$ cat config.mk
export PLATFORM = sky130hd
export DESIGN_NAME = cdb_arbiter
export DESIGN_NICKNAME = d
export VERILOG_FILES = /design/src/rtl/cdb_arbiter.sv
export SDC_FILE = /design/constraint.sdc
export NUM_CORES = 1
export LEC_CHECK = 0
export ABC_AREA = 1
export CAP_MARGIN = 20
export CORE_ASPECT_RATIO = 0.8
export CORE_MARGIN = 3
export CORE_UTILIZATION = 49
export CTS_CLUSTER_DIAMETER = 30
export CTS_CLUSTER_SIZE = 40
export DETAILED_ROUTE_END_ITERATION = 10
export GPL_TIMING_DRIVEN = 0
export PLACE_DENSITY_LB_ADDON = 0.3
export SETUP_SLACK_MARGIN = 0.15
export SYNTH_ARGS = -nofsm -noshare
export SYNTH_HDL_FRONTEND = slang
export SYNTH_SLANG_ARGS = --single-unit
$ cat constraint.sdc
create_clock -name clock -period 4.6 [get_ports clock]
set_input_delay 0.69 -clock clock [delete_from_list [all_inputs] [get_ports clock]]
set_output_delay 0.69 -clock clock [all_outputs]
set_load 0.1 [all_outputs]
$ cat src/rtl/cdb_arbiter.sv
// Common Data Bus writeback arbiter: one-entry holding buffer per functional unit,
// round-robin selection, one registered broadcast per cycle, flush discards pending results.
module cdb_arbiter #(
    parameter int unsigned NUM_UNITS = 4,
    parameter int unsigned TAG_W     = 4,
    parameter int unsigned DATA_W    = 32
) (
    input  logic                          clock,
    input  logic                          reset,
    input  logic                          flush,
    input  logic [NUM_UNITS-1:0]          req_valid,
    input  logic [NUM_UNITS*TAG_W-1:0]    req_tag,
    input  logic [NUM_UNITS*DATA_W-1:0]   req_data,
    output logic [NUM_UNITS-1:0]          req_ready,
    output logic                          cdb_valid,
    output logic [TAG_W-1:0]              cdb_tag,
    output logic [DATA_W-1:0]             cdb_data,
    output logic [2:0]                    cdb_src,
    output logic [NUM_UNITS-1:0]          pending
);

    logic [NUM_UNITS-1:0] buf_valid_q, buf_valid_d;
    logic [TAG_W-1:0]     buf_tag_q  [NUM_UNITS];
    logic [TAG_W-1:0]     buf_tag_d  [NUM_UNITS];
    logic [DATA_W-1:0]    buf_data_q [NUM_UNITS];
    logic [DATA_W-1:0]    buf_data_d [NUM_UNITS];
    logic [2:0]           rr_ptr_q, rr_ptr_d;

    logic                 cdb_valid_q, cdb_valid_d;
    logic [TAG_W-1:0]     cdb_tag_q, cdb_tag_d;
    logic [DATA_W-1:0]    cdb_data_q, cdb_data_d;
    logic [2:0]           cdb_src_q, cdb_src_d;

    logic [NUM_UNITS-1:0] grant;
    logic                 win_found;
    logic [2:0]           win_idx;
    logic [2:0]           win_next;
    logic [TAG_W-1:0]     win_tag;
    logic [DATA_W-1:0]    win_data;

    // Two passes: units at or above rr_ptr first, then wrap around from unit 0.
    always_comb begin : arbiter
        grant     = '0;
        win_found = 1'b0;
        win_idx   = '0;
        win_tag   = '0;
        win_data  = '0;
        for (int j = 0; j < int'(NUM_UNITS); j++) begin
            if (!win_found && buf_valid_q[j] && (j >= int'(rr_ptr_q))) begin
                win_found = 1'b1;
                grant[j]  = 1'b1;
                win_idx   = 3'(j);
                win_tag   = buf_tag_q[j];
                win_data  = buf_data_q[j];
            end
        end
        for (int j = 0; j < int'(NUM_UNITS); j++) begin
            if (!win_found && buf_valid_q[j]) begin
                win_found = 1'b1;
                grant[j]  = 1'b1;
                win_idx   = 3'(j);
                win_tag   = buf_tag_q[j];
                win_data  = buf_data_q[j];
            end
        end
        win_next = (int'(win_idx) == int'(NUM_UNITS) - 1) ? 3'd0 : win_idx + 3'd1;
    end

    // A granted entry empties this cycle, so its unit may refill it back-to-back.
    assign req_ready = {NUM_UNITS{~reset & ~flush}} & (~buf_valid_q | grant);

    always_comb begin : next_state
        buf_valid_d = buf_valid_q;
        buf_tag_d   = buf_tag_q;
        buf_data_d  = buf_data_q;
        rr_ptr_d    = rr_ptr_q;
        cdb_valid_d = 1'b0;
        cdb_tag_d   = cdb_tag_q;
        cdb_data_d  = cdb_data_q;
        cdb_src_d   = cdb_src_q;
        if (flush) begin
            buf_valid_d = '0;
        end else begin
            if (win_found) begin
                cdb_valid_d = 1'b1;
                cdb_tag_d   = win_tag;
                cdb_data_d  = win_data;
                cdb_src_d   = win_idx;
                buf_valid_d = buf_valid_q & ~grant;
                rr_ptr_d    = win_next;
            end
            for (int j = 0; j < int'(NUM_UNITS); j++) begin
                if (req_valid[j] && req_ready[j]) begin
                    buf_valid_d[j] = 1'b1;
                    buf_tag_d[j]   = req_tag[j*TAG_W +: TAG_W];
                    buf_data_d[j]  = req_data[j*DATA_W +: DATA_W];
                end
            end
        end
    end

    always_ff @(posedge clock) begin
        if (reset) begin
            buf_valid_q <= '0;
            rr_ptr_q    <= '0;
            cdb_valid_q <= 1'b0;
            cdb_tag_q   <= '0;
            cdb_data_q  <= '0;
            cdb_src_q   <= '0;
        end else begin
            buf_valid_q <= buf_valid_d;
            rr_ptr_q    <= rr_ptr_d;
            cdb_valid_q <= cdb_valid_d;
            cdb_tag_q   <= cdb_tag_d;
            cdb_data_q  <= cdb_data_d;
            cdb_src_q   <= cdb_src_d;
        end
    end

    // Payload is qualified by buf_valid, so it needs no reset.
    always_ff @(posedge clock) begin
        buf_tag_q  <= buf_tag_d;
        buf_data_q <= buf_data_d;
    end

    assign cdb_valid = cdb_valid_q;
    assign cdb_tag   = cdb_tag_q;
    assign cdb_data  = cdb_data_q;
    assign cdb_src   = cdb_src_q;
    assign pending   = buf_valid_q;

endmodule

Word-level counts from Yosys, hierarchy flattened
Index checks and enable logic that the tools add are counted.
{"block": "totals", "ff_bits": 191, "in_bits": 151, "out_inout_bits": 48, "wordCells": 108}
{"block": "classes", "addsub": 1, "order_cmp": 4, "eq_ne": 1, "mux": 45, "bitwise_logic": 8, "n_reduce_logical": 32}
{"operator": "$mux 32", "n": 8}
{"operator": "$mux 4", "n": 9}
{"operator": "$mux 1", "n": 21}
{"operator": "$mux 3", "n": 7}
{"operator": "$logic_and 1x1->1", "n": 15}
{"operator": "$reduce_and 2->1", "n": 5}
{"operator": "$and 4x4->4", "n": 2}
{"operator": "$not 4->4", "n": 2}
{"operator": "$reduce_bool 2->1", "n": 4}
{"operator": "$logic_not 1->1", "n": 7}
{"operator": "$ge 1x3->1 const A", "n": 2}
{"operator": "$ge 2x3->1 const A", "n": 2}
{"operator": "$or 4x4->4", "n": 1}
{"operator": "$add 3x1->3 const B", "n": 1}
{"operator": "$eq 3x3->1 const B", "n": 1}
{"operator": "$not 1->1", "n": 2}
{"operator": "$reduce_or 2->1", "n": 1}
{"operator": "$and 1x1->1", "n": 1}

Longest topological paths before layout
{"block": "logic_depth", "depth_word": 31, "ltp_mapped": 12, "ltp_nobuf": 11}

Worst setup path before layout
No wires, ideal clock.
{"block": "synth_timing", "kind": "register to register", "start": "register buf_valid_q[0], in the netlist pending[0]", "end": "register buf_data_q[100] (netlist bit), enable pin", "setup_time_ps": 474, "arrival_ps": 4396, "required_ps": 4126, "slack_ps": -270, "stages_incl_launch_ff": 8, "n_path_buf": 3, "synth_period_minus_slack_ps": 4870, "cell_sequence": "dfxtp_1 nand2_2 buf_4 buf_2 buf_2 nand3_1 inv_1 nor3_1"}
{"block": "synth_via", "elab_chain_len": 21, "elab_cells_between_ends": 22, "cone_classes": "mux (5); bitwise (3); reduce/logical (14)"}
{"element": "start, declared", "line": "22", "source": "logic [NUM_UNITS-1:0] buf_valid_q, buf_valid_d;"}
{"element": "start signal, assigned", "line": "111", "source": "buf_valid_q <= buf_valid_d;"}
{"element": "$logic_and 1x1->1", "line": "49", "source": "if (!win_found && buf_valid_q[j] && (j >= int'(rr_ptr_q))) begin"}
{"element": "$mux 1", "line": "49"}
{"element": "$logic_not 1->1", "line": "49"}
{"element": "$logic_and 1x1->1 (2 in a row)", "line": "49"}
{"element": "$mux 1", "line": "49"}
{"element": "$logic_not 1->1", "line": "49"}
{"element": "$logic_and 1x1->1 (2 in a row)", "line": "49"}
{"element": "$mux 1", "line": "49"}
{"element": "[3 not listed]"}
{"element": "$mux 1", "line": "49"}
{"element": "$logic_not 1->1", "line": "58", "source": "if (!win_found && buf_valid_q[j]) begin"}
{"element": "$logic_and 1x1->1", "line": "58"}
{"element": "$mux 1", "line": "58"}
{"element": "$or 4x4->4 (*)", "line": "70", "source": "assign req_ready = {NUM_UNITS{~reset & ~flush}} & (~buf_valid_q | grant);"}
{"element": "$and 4x4->4 (*)", "line": "70"}
{"element": "$logic_and 1x1->1 (*)", "line": "93", "source": "if (req_valid[j] && req_ready[j]) begin"}
{"element": "$reduce_and 2->1 (no line) (*)"}
{"element": "end signal, assigned", "line": "123", "source": "buf_data_q <= buf_data_d;"}
{"element": "end, declared", "line": "25", "source": "logic [DATA_W-1:0] buf_data_q [NUM_UNITS];"}
Mark *: on every way between the ends. The rest lies on a longest branch, timed or not.
A chain may end at the register's enable or synchronous reset.

Worst setup path after layout
{"block": "layout_timing", "start": "register buf_valid_q[1], in the netlist pending[1]", "end": "output req_ready[1]"}
{"block": "layout_via", "elab_chain_len": 19, "elab_cells_between_ends": 21, "cone_classes": "mux (6); bitwise (3); reduce/logical (12)"}
{"element": "$logic_and 1x1->1 (2 in a row)", "line": "49"}
{"element": "$mux 1", "line": "49"}
{"element": "$logic_not 1->1", "line": "49"}
{"element": "$logic_and 1x1->1 (2 in a row)", "line": "49"}
{"element": "$mux 1", "line": "49"}
{"element": "$logic_not 1->1", "line": "49"}
{"element": "$logic_and 1x1->1 (2 in a row)", "line": "49"}
{"element": "$mux 1", "line": "49"}
{"element": "$logic_not 1->1", "line": "58"}
{"element": "$logic_and 1x1->1", "line": "58"}
{"element": "$mux 1", "line": "58"}
{"element": "$logic_not 1->1", "line": "58"}
{"element": "$logic_and 1x1->1", "line": "58"}
{"element": "$mux 1", "line": "58"}
{"element": "$or 4x4->4 (*)", "line": "70"}
{"element": "$and 4x4->4 (*)", "line": "70"}
{"element": "end, declared", "line": "14", "source": "output logic [NUM_UNITS-1:0] req_ready,"}
Marks and branches as above.

==> results.py <==
metrics = {
    "synth": {
        "synth_area_um2": 7990,
        "yosysMostFrequentCell": "edfxtp_1",
        "netlist.area_leader.share_pct": 54.1,
        "synthCells": 758,
        "synth_mux_area_share_pct": 0,
        "synth_compound_area_share_pct": 9.27,
        "synth_common_cells": "edfxtp_1, inv_1, nor2_1, a21oi_1, nand2_1",
        "synth_top_area_cell": "edfxtp_1",
        "synth_top_family_by_area": "simple AND/OR/NAND/NOR gates",
        "synth-seq-area-share_pct": 65.4,
        "yosys.area_share.simple_pct": 17.8,
        "synthAdderAreaFrac_pct": 0,
        "async_flop_share_pct": 0,
        "synth.avg_cell_area_um2": 10.5,
        "synth_edf_count": 144,
        "synth_xor_area_share_pct": 0,
        "synthFlopType": "edfxtp_1",
        "syn_nets": 909,
        "yosysWarnings": 0,
        "synth_cell_types": 25,
        "synth_area_leaders": "edfxtp_1, dfxtp_1, a21oi_1, inv_1, nor2_1",
        "yosys_register_bits": 189,
    },
    "power_and_ir_drop": {
        "p_leak_nw": 4.27,
        "netSwitchingPower_w": 0.00125,
        "swShare_pct": 29.9,
        "pwr-share-clk_pct": 33.9,
        "seqPwrFrac_pct": 46.9,
        "internal-power_w": 0.00292,
        "ir_drop_mv": 0.270,
        "power.density_nw_per_um2": 379,
        "comb_power_share_pct": 19.2,
    },
    "floorplan": {
        "die_w_um": 149,
        "io_pins": 199,
        "initial_utilization_pct": 50.4,
        "die_area_um2": 17900,
        "num_rows": 41,
        "core_area_um2": 15900,
        "die_h_um": 120,
    },
    "timing": {
        "fmax_ghz": 0.255,
        "tns_ps": 0,
        "hold_viol_final": 0,
        "slew_headroom_pct": 30.2,
        "setup_viol": 0,
        "min_period_ps": 3910,
        "maxSlewViolCount": 0,
        "worst_pin_slew_ps": 1040,
        "holdWs_ps": 469,
        "worst_slack_ps": 686,
        "fin_skew_ps": 14.3,
        "rsz0062_at_grt": "no",
        "fin_crit_sh_pct": 85.1,
    },
    "cells_and_area": {
        "layout-drive-gt1-share_pct": 9.05,
        "nNetsFinal": 1133,
        "syn2layout_area_growth_pct": 37.5,
    },
    "detailed_routing": {
        "wl_met1_um": 9620,
        "wl_per_cell_um": 19.1,
        "wl_met2_um": 10700,
        "routed_wl_um": 23100,
        "drt_pass1_iterations": 5,
        "drtAntennaViolNets": 0,
        "drt_iter0_markers": 733,
        "dr_total_vias": 6624,
        "drc": 0,
        "dr_wl_met3_um": 2570,
        "via_per_inst": 5.47,
        "top_layer": "met4",
    },
    "grt": {
        "grt_overflow": 0,
        "antenna_found_initial": 0,
        "grt_pass1_wl_um": 35400,
        "grt_pass1_vias": 6675,
        "grt_max_degree": 19,
        "grt_usage_pct": 25.9,
    },
    "critical_path": {
        "crit_arrival_ps": 3220,
        "slowest_delay_ps": 1150,
        "worstPathMaxFanout": 10,
        "required_ps": 3910,
        "slowest_stage": "clkdlybuf4s50_1",
        "critPathKind": "register to output port",
        "crit_path_cell_trace": "nand2_2 > inv_1 > nand2_2 > buf_4 > nand3_1 > inv_1 > nor2_1 > clkdlybuf4s50_1",
        "worstSetupStartpointType": "register",
        "cp-end-kind": "output port",
    },
    "clock_tree": {
        "clk_latency_ps": 430,
        "post_cts_resize_count": 0,
        "cts_hold_buffers": 0,
        "ctsLongestPathBuffers": 2,
        "clk_pin_slew_worst_paths_ps": 70,
        "cts_tree": "built",
        "cts_buffers": 17,
        "post_cts_buffers": 0,
        "cts_root_buf": "clkbuf_16",
        "cts_max_level": 4,
        "cts_sinks": 189,
    },
    "placed_design": {
        "hpwl_um": 16300,
        "place_ws_ps": 746,
        "place_congestion": 0.877,
        "port_buffers": 196,
    },
    "flow_run": {
        "cap_viol_max_count": 0,
    },
    "worst_hold_path": {
        "hp-class": "register to register",
    },
    "run_status": {
        "outcome": "finished, final reports clean",
    },
}
area by class of cell:
| class | instances | area [um2] |
|---|---|---|
| tap | 215 | 269 |
| sequential | 189 | 5230 |
| timing repair buffer | 205 | 2120 |
| clock inverter | 14 | 129 |
| inverter | 94 | 353 |
| antenna | 1 | 2.50 |
| buffer | 44 | 243 |
| fill | 1151 | 4860 |
| clock buffer | 18 | 439 |
| multi-input combinational | 431 | 2210 |
stage by stage:
stage               power (W)  utilization (%)  std cells  instance area (um2)
finish                0.00417             69.3       1211                11000
global route          0.00431             69.3       1210                11000
CTS                   0.00418             69.3       1210                11000
detailed placement    0.00279             65.7       1178                10400
global placement      0.00276             64.6       1169                10200
floorplan             0.00248                -        758                 8010
state kept, by name, summed over array words and instances (netlist names):
register,flops
pending,4
buf_tag_q,16
cdb_data,32
cdb_tag,4
buf_data_q,128
cdb_src,2
rr_ptr_q,2
cdb_valid,1
power by group through the flow:
| stage | clock [W] | combinational [W] | sequential (W) |
|---|---|---|---|
| floorplan | 0 | 0.000235 | 0.00224 |
| global placement | 0 | 0.000771 | 0.00199 |
| detailed placement | 0 | 0.000796 | 0.00199 |
| CTS | 0.00143 | 0.000800 | 0.00195 |
| global route | 0.00150 | 0.000848 | 0.00196 |
| finish | 0.00141 | 0.000802 | 0.00195 |
worst max-delay path: cells and delay by family, from the launching register on:
kind	cells	cell delay, ps
buffers and inverters	4	1720
AND/OR/NAND/NOR	4	620
flip-flops	1	460
cells by family after synthesis:
| kind of cell | Yosys count |
|---|---|
| compound gates | 140 |
| buf+inv | 138 |
| other cells | 1 |
| flops | 189 |
| simple gates | 290 |
placed cells by master, fill, tap and decap left out, types with 33 or more instances in the layout:
| cell type | instances |
|---|---|
| a21oi_1 | 75 |
| clkdlybuf4s50_1 | 196 |
| dfxtp_1 | 45 |
| edfxtp_1 | 144 |
| inv_1 | 91 |
| nand2_1 | 70 |
| nand3b_1 | 33 |
| nand4_1 | 37 |
| nor2_1 | 88 |
per-layer routing:
layer / GRT usage (%) / vias to the layer above
met3: 8.80 / 21
met2: 40.6 / 376
met4: 6.29 / 0
met5: 0 / -
li1: - / 3095
met1: 35.2 / 3132
final timing paths:
| kind | from | to | slack (ps) | cells after the start |
|---|---|---|---|---|
| worst min-delay path | cdb_tag[1] | cdb_tag[1] | 470 | 2 |
| worst max-delay path | pending[1] | req_ready[1] | 690 | 8 |
| worst min register to register | cdb_tag[1] | cdb_tag[1] | 470 | 2 |
| worst max register to register | pending[0] | buf_data_q[108] | 1700 | 9 |
Note: power is estimated with default switching activity, not from simulation.
